**config.mk**
```make
export PLATFORM = sky130hd
export DESIGN_NAME = viterbi_decoder
export DESIGN_NICKNAME = d
export VERILOG_FILES = /design/src/rtl/viterbi_decoder.sv
export SDC_FILE = /design/constraint.sdc
export NUM_CORES = 1
export LEC_CHECK = 0
export ABC_AREA = 0
export CORE_UTILIZATION = 39
export DETAILED_ROUTE_END_ITERATION = 16
export GPL_TIMING_DRIVEN = 0
export HOLD_SLACK_MARGIN = 0.08
export PLACE_DENSITY = 0.89
export SLEW_MARGIN = 10
export SYNTH_ARGS = -nofsm -noshare
export SYNTH_HDL_FRONTEND = slang
export SYNTH_SLANG_ARGS = --single-unit
export TNS_END_PERCENT = 50
```
**constraint.sdc**
```tcl
create_clock -name clk -period 2.4 [get_ports clk]
set_clock_uncertainty 0.1 [all_clocks]
set_input_delay 0.48 -clock clk [delete_from_list [all_inputs] [get_ports clk]]
set_output_delay 0.48 -clock clk [all_outputs]
set_load 0.02 [all_outputs]
```
**src/rtl/viterbi_decoder.sv**
```systemverilog
// viterbi_decoder: soft-input K=7 r=1/2 (G1=0x4F, G2=0x6D) register-exchange Viterbi decoder.
// Define VITERBI_DEBUG_EN to expose the state-0 path metric on sm_0_debug.
module viterbi_decoder #(
   parameter int TB_DEPTH  = 32,
   parameter int METRIC_W  = 20,
   parameter int INIT_BIAS = 4096
) (
   input  logic                clk,
   input  logic                sys_rst,
   input  logic [7:0]          soft_inp,
   input  logic                valid_in_vit,
   output logic                ready_in,
   output logic                vit_desc,
   output logic                valid_out_vit,
   output logic                normalization,
   output logic [METRIC_W-1:0] sm_0_debug
);
   localparam int FW = $clog2(TB_DEPTH + 1);
   localparam logic [6:0] G1 = 7'h4F;
   localparam logic [6:0] G2 = 7'h6D;
   localparam logic [METRIC_W-1:0] HALF = METRIC_W'(1) << (METRIC_W - 2);
   logic                phase_q, acs_q, ready_q, desc_q, vout_q, norm_q, norm_d, acs;
   logic [7:0]          g1_q;
   logic [FW-1:0]       fill_q;
   logic [5:0]          best;
   logic [METRIC_W-1:0] metric_q [64];
   logic [METRIC_W-1:0] metric_d [64];
   logic [METRIC_W-1:0] c0 [64];
   logic [METRIC_W-1:0] c1 [64];
   logic [TB_DEPTH-1:0] surv_q [64];
   logic [TB_DEPTH-1:0] surv_d [64];
   logic [TB_DEPTH-1:0] win [64];
   // Cost of a symbol is its distance from the expected extreme; flipping all bits swaps e=0/e=1.
   function automatic logic [8:0] bm(input logic [6:0] sr, input logic [7:0] a, input logic [7:0] b);
      logic [7:0] ca, cb;
      ca = (a ^ 8'h80) ^ {8{^(sr & G1)}};
      cb = (b ^ 8'h80) ^ {8{^(sr & G2)}};
      return {1'b0, ca} + {1'b0, cb};
   endfunction
   assign acs = valid_in_vit && ready_q && phase_q;
   always_comb begin
      norm_d = 1'b0;
      for (int n = 0; n < 64; n++) begin
         c0[n] = metric_q[6'(2 * n)] + METRIC_W'(bm(7'(2 * n), g1_q, soft_inp));
         c1[n] = metric_q[6'(2 * n + 1)] + METRIC_W'(bm(7'(2 * n + 1), g1_q, soft_inp));
         metric_d[n] = c1[n] < c0[n] ? c1[n] : c0[n];
         win[n] = c1[n] < c0[n] ? surv_q[6'(2 * n + 1)] : surv_q[6'(2 * n)];
         surv_d[n] = {win[n][TB_DEPTH-2:0], 1'(n >> 5)};
         norm_d = norm_d | metric_d[n][METRIC_W-1];
      end
      for (int n = 0; n < 64; n++)
         metric_d[n] = metric_d[n] - (norm_d ? HALF : '0);
   end
   always_comb begin
      best = '0;
      for (int n = 1; n < 64; n++)
         if (metric_q[n] < metric_q[best]) best = 6'(n);
   end
   always_ff @(posedge clk) begin
      if (sys_rst) begin
         phase_q <= 1'b0;
         acs_q   <= 1'b0;
         ready_q <= 1'b0;
         desc_q  <= 1'b0;
         vout_q  <= 1'b0;
         norm_q  <= 1'b0;
         g1_q    <= '0;
         fill_q  <= '0;
         for (int n = 0; n < 64; n++) begin
            metric_q[n] <= n == 0 ? '0 : METRIC_W'(INIT_BIAS);
            surv_q[n]   <= '0;
         end
      end else begin
         ready_q <= 1'b1;
         acs_q   <= acs;
         norm_q  <= acs && norm_d;
         vout_q  <= acs_q && fill_q == FW'(TB_DEPTH);
         if (acs_q) desc_q <= surv_q[best][TB_DEPTH-1];
         if (valid_in_vit && ready_q) phase_q <= !phase_q;
         if (valid_in_vit && ready_q && !phase_q) g1_q <= soft_inp;
         if (acs) begin
            metric_q <= metric_d;
            surv_q   <= surv_d;
            if (fill_q != FW'(TB_DEPTH)) fill_q <= fill_q + 1'b1;
         end
      end
   end
   assign ready_in      = ready_q;
   assign vit_desc      = desc_q;
   assign valid_out_vit = vout_q;
   assign normalization = norm_q;
`ifdef VITERBI_DEBUG_EN
   assign sm_0_debug = metric_q[0];
`else
   assign sm_0_debug = '0;
`endif
endmodule

```
==> results_dict.tcl <==
set metrics [dict create \
    cp.required_ps 1820 \
    path_clk_slew_ps 60 \
    io_pins 35 \
    path_delay_family "buffers and inverters" \
    portBuffers 4 \
    power_frac_comb_pct 20.7 \
    wl_per_cell_um 8.36 \
    grt_pass1_vias 377 \
    design_area_um2 747 \
    grt_max_degree 10 \
    start_util_pct 43.7 \
    critPathKind "register to primary output" \
    avgSynthCellArea_um2 8.68 \
    ys_ff_latch 10 \
    placed_area_um2 724 \
    drc 0 \
    cts_resized 0 \
    clock_sinks 10 \
    crit_path_end_kind "primary output" \
    vias 447 \
    cap_viol_max_count 0 \
    final_cell_count_no_fill 110 \
    critPathLaunchType "register" \
    synth_area_um2 591 \
    numCtsBuffers 3 \
    cp.arrival_ps 1270 \
    fin_crit_sh_pct 77.0 \
    power_switching_uw 98.6 \
    path_cells "clkdlybuf4s50_1" \
    yosys_warnings 0 \
    drv_slew 0 \
    critical_path_buf_inv_count 1 \
    place_congestion 0.840 \
    slowest_stage "clkdlybuf4s50_1" \
    synth_top_area_cell "dfxtp_1" \
    cts_root_buffer "clkbuf_4" \
    status "complete, no violations" \
    fp-row-count 13 \
    grt_overflow 0 \
    antenna_found_initial 0 \
    synth_top_area_share_pct 33.9 \
    final_hold_viol_count 0 \
    synth_cells 68 \
    die_w_um 40.9 \
    swShare_pct 27.7 \
    antenna_left 0 \
    synth.most_common_cell "buf_4" \
    cpPeakStageDelay_ps 630 \
    ys.flop_type "dfxtp_1" \
    p_leak_nw 0.364 \
    rsz0062_at_grt "false" \
    drive_above_1_share_pct 28.4 \
    cts_htree_levels 1 \
    setup_viol 0 \
    grt_usage_pct 13.8 \
    hold_path_class "register to register" \
    synthArstFlopShare_pct 0 \
    firstDrtPassIters 4 \
    syn_to_final_growth_pct 26.5 \
    cts_buffer_depth 2 \
    n_antenna_cell 0 \
    path_max_fanout 4 \
    power_frac_clock_pct 30.7 \
    synth_commonest_cells "buf_4 (21), dfxtp_1 (10), nand2_1 (6), a21oi_1 (5), nor2_1 (4)" \
    clk_latency_ps 260 \
    fin_tns_setup_ps 0 \
    synth_edf_count 0 \
    cts_tree "yes" \
    p_per_area_mw_per_mm2 477 \
    seq_area_frac_synth_pct 33.9 \
    core_area_mm2 0.00135 \
    die-height_um 40.9 \
    cts_setup_buffers 0 \
    seqPwrFrac_pct 48.6 \
    dpl.cell_count 107 \
    fmax_mhz 541 \
    holdBufCountCts 0 \
    fin_util_pct 55.3 \
    drt-total-wl_um 920 \
    dieArea_mm2 0.00167 \
    synth_cell_types 21 \
    ir_drop_mv 0.237 \
    fin_nets 110 \
    drtIter0Drc 5 \
    fin_crit_ps 1850 \
    whs_ps 417 \
    grt_pass1_wl_um 1470 \
    vias_per_cell 4.06 \
    dp.final_hpwl_um 769 \
    p_int_uw 258 \
    synth_area_leaders "dfxtp_1 (34%), buf_4 (27%), a21oi_1 (4.2%), ha_1 (4.2%), nand2_1 (3.8%)" \
]
==> path summary, 6_finish.rpt <==
path | cells past startpoint | start | slack (ps) | endpoint
worst min register to register | 2 | fill_q[5] | 420 | fill_q[5]
worst max register to register | 5 | fill_q[0] | 770 | fill_q[0]
worst min-delay path | 2 | fill_q[5] | 420 | fill_q[5]
worst max-delay path | 1 | ready_in | 550 | ready_in
==> area by class of cell <==
type | count | area (µm²)
tap | 15 | 18.8
fill | 140 | 603
sequential | 10 | 200
buffer | 22 | 161
timing repair buffer | 4 | 40.0
clock buffer | 3 | 22.5
inverter | 3 | 11.3
multi-input combinational | 53 | 293
==> state kept, by name, indices dropped and copies added, names as in the netlist <==
name / flops
acs_q: 1
phase_q: 1
valid_out_vit: 1
ready_in: 1
fill_q: 6
==> cells by family (layout without fill, tap and decap cells) <==
kind of cell               count (synthesis)  count (layout)  share of synthesized area (%)
muxes                                      2               2                           3.60
adders and majority gates                  2               2                           4.24
xor gates and xnor gates                   1               1                           1.48
and+or+nand+nor                           18              18                           18.2
buffers and inverters                     25              32                           29.2
AOI/OAI and AO/OA                          9               9                           8.69
other                                      1              21                          0.635
DFF                                       10              10                           33.9
==> metal layers <==
layer | share of wire (%) | global-route usage [%] | vias to the layer above
met5 | 0 | 0 | -
met4 | 0 | 0 | 0
met3 | 13 | 8.15 | 0
met2 | 46 | 25.4 | 25
met1 | 40 | 13.9 | 184
li1 | - | - | 238
==> through the flow <==
step | total power, mW | setup slack [ps]
6_report | 0.356 | 552
2_1_floorplan | 0.242 | 874
3_5_place_dp | 0.249 | 407
3_3_place_gp | 0.248 | 434
5_1_grt | 0.373 | 507
4_1_cts | 0.359 | 540
==> power groups by stage <==
stage	Clock (mW)	Sequential [mW]	Combinational [mW]
finish	0.109	0.173	0.0737
global route	0.118	0.173	0.0812
CTS	0.114	0.173	0.0725
detailed placement	0	0.177	0.0723
global placement	0	0.176	0.0716
floorplan	0	0.177	0.0640
==> layout by cell type, fill, tap and decap left out, drive strengths merged <==
| master | netlist | layout |
|---|---|---|
| ha | 2 | 2 |
| dfxtp | 10 | 10 |
| nor2 | 4 | 4 |
| conb | 1 | 21 |
| a21oi | 5 | 5 |
| o31ai | 1 | 1 |
| clkdlybuf4s50 | 0 | 4 |
| nand3 | 2 | 2 |
| o21ai | 2 | 2 |
| nand4 | 1 | 1 |
| inv | 3 | 3 |
| clkbuf | 1 | 4 |
| nor4b | 1 | 1 |
| a211o | 1 | 1 |
| mux2 | 1 | 1 |
| nand2 | 6 | 6 |
| and4 | 1 | 1 |
| buf | 21 | 21 |
| xor2 | 1 | 1 |
| or4 | 1 | 1 |
| mux2i | 1 | 1 |
| or3 | 2 | 2 |
==> worst register-to-register path, delay by kind of cell, from the launching register on <==
kind	cells	cell delay, ps
AOI/OAI and AO/OA	1	250
adders and majority gates	1	200
buffers and inverters	1	80
DFF	1	390
muxes	1	340
and+or+nand+nor	1	160
Note: power is estimated with default switching activity, not from simulation.
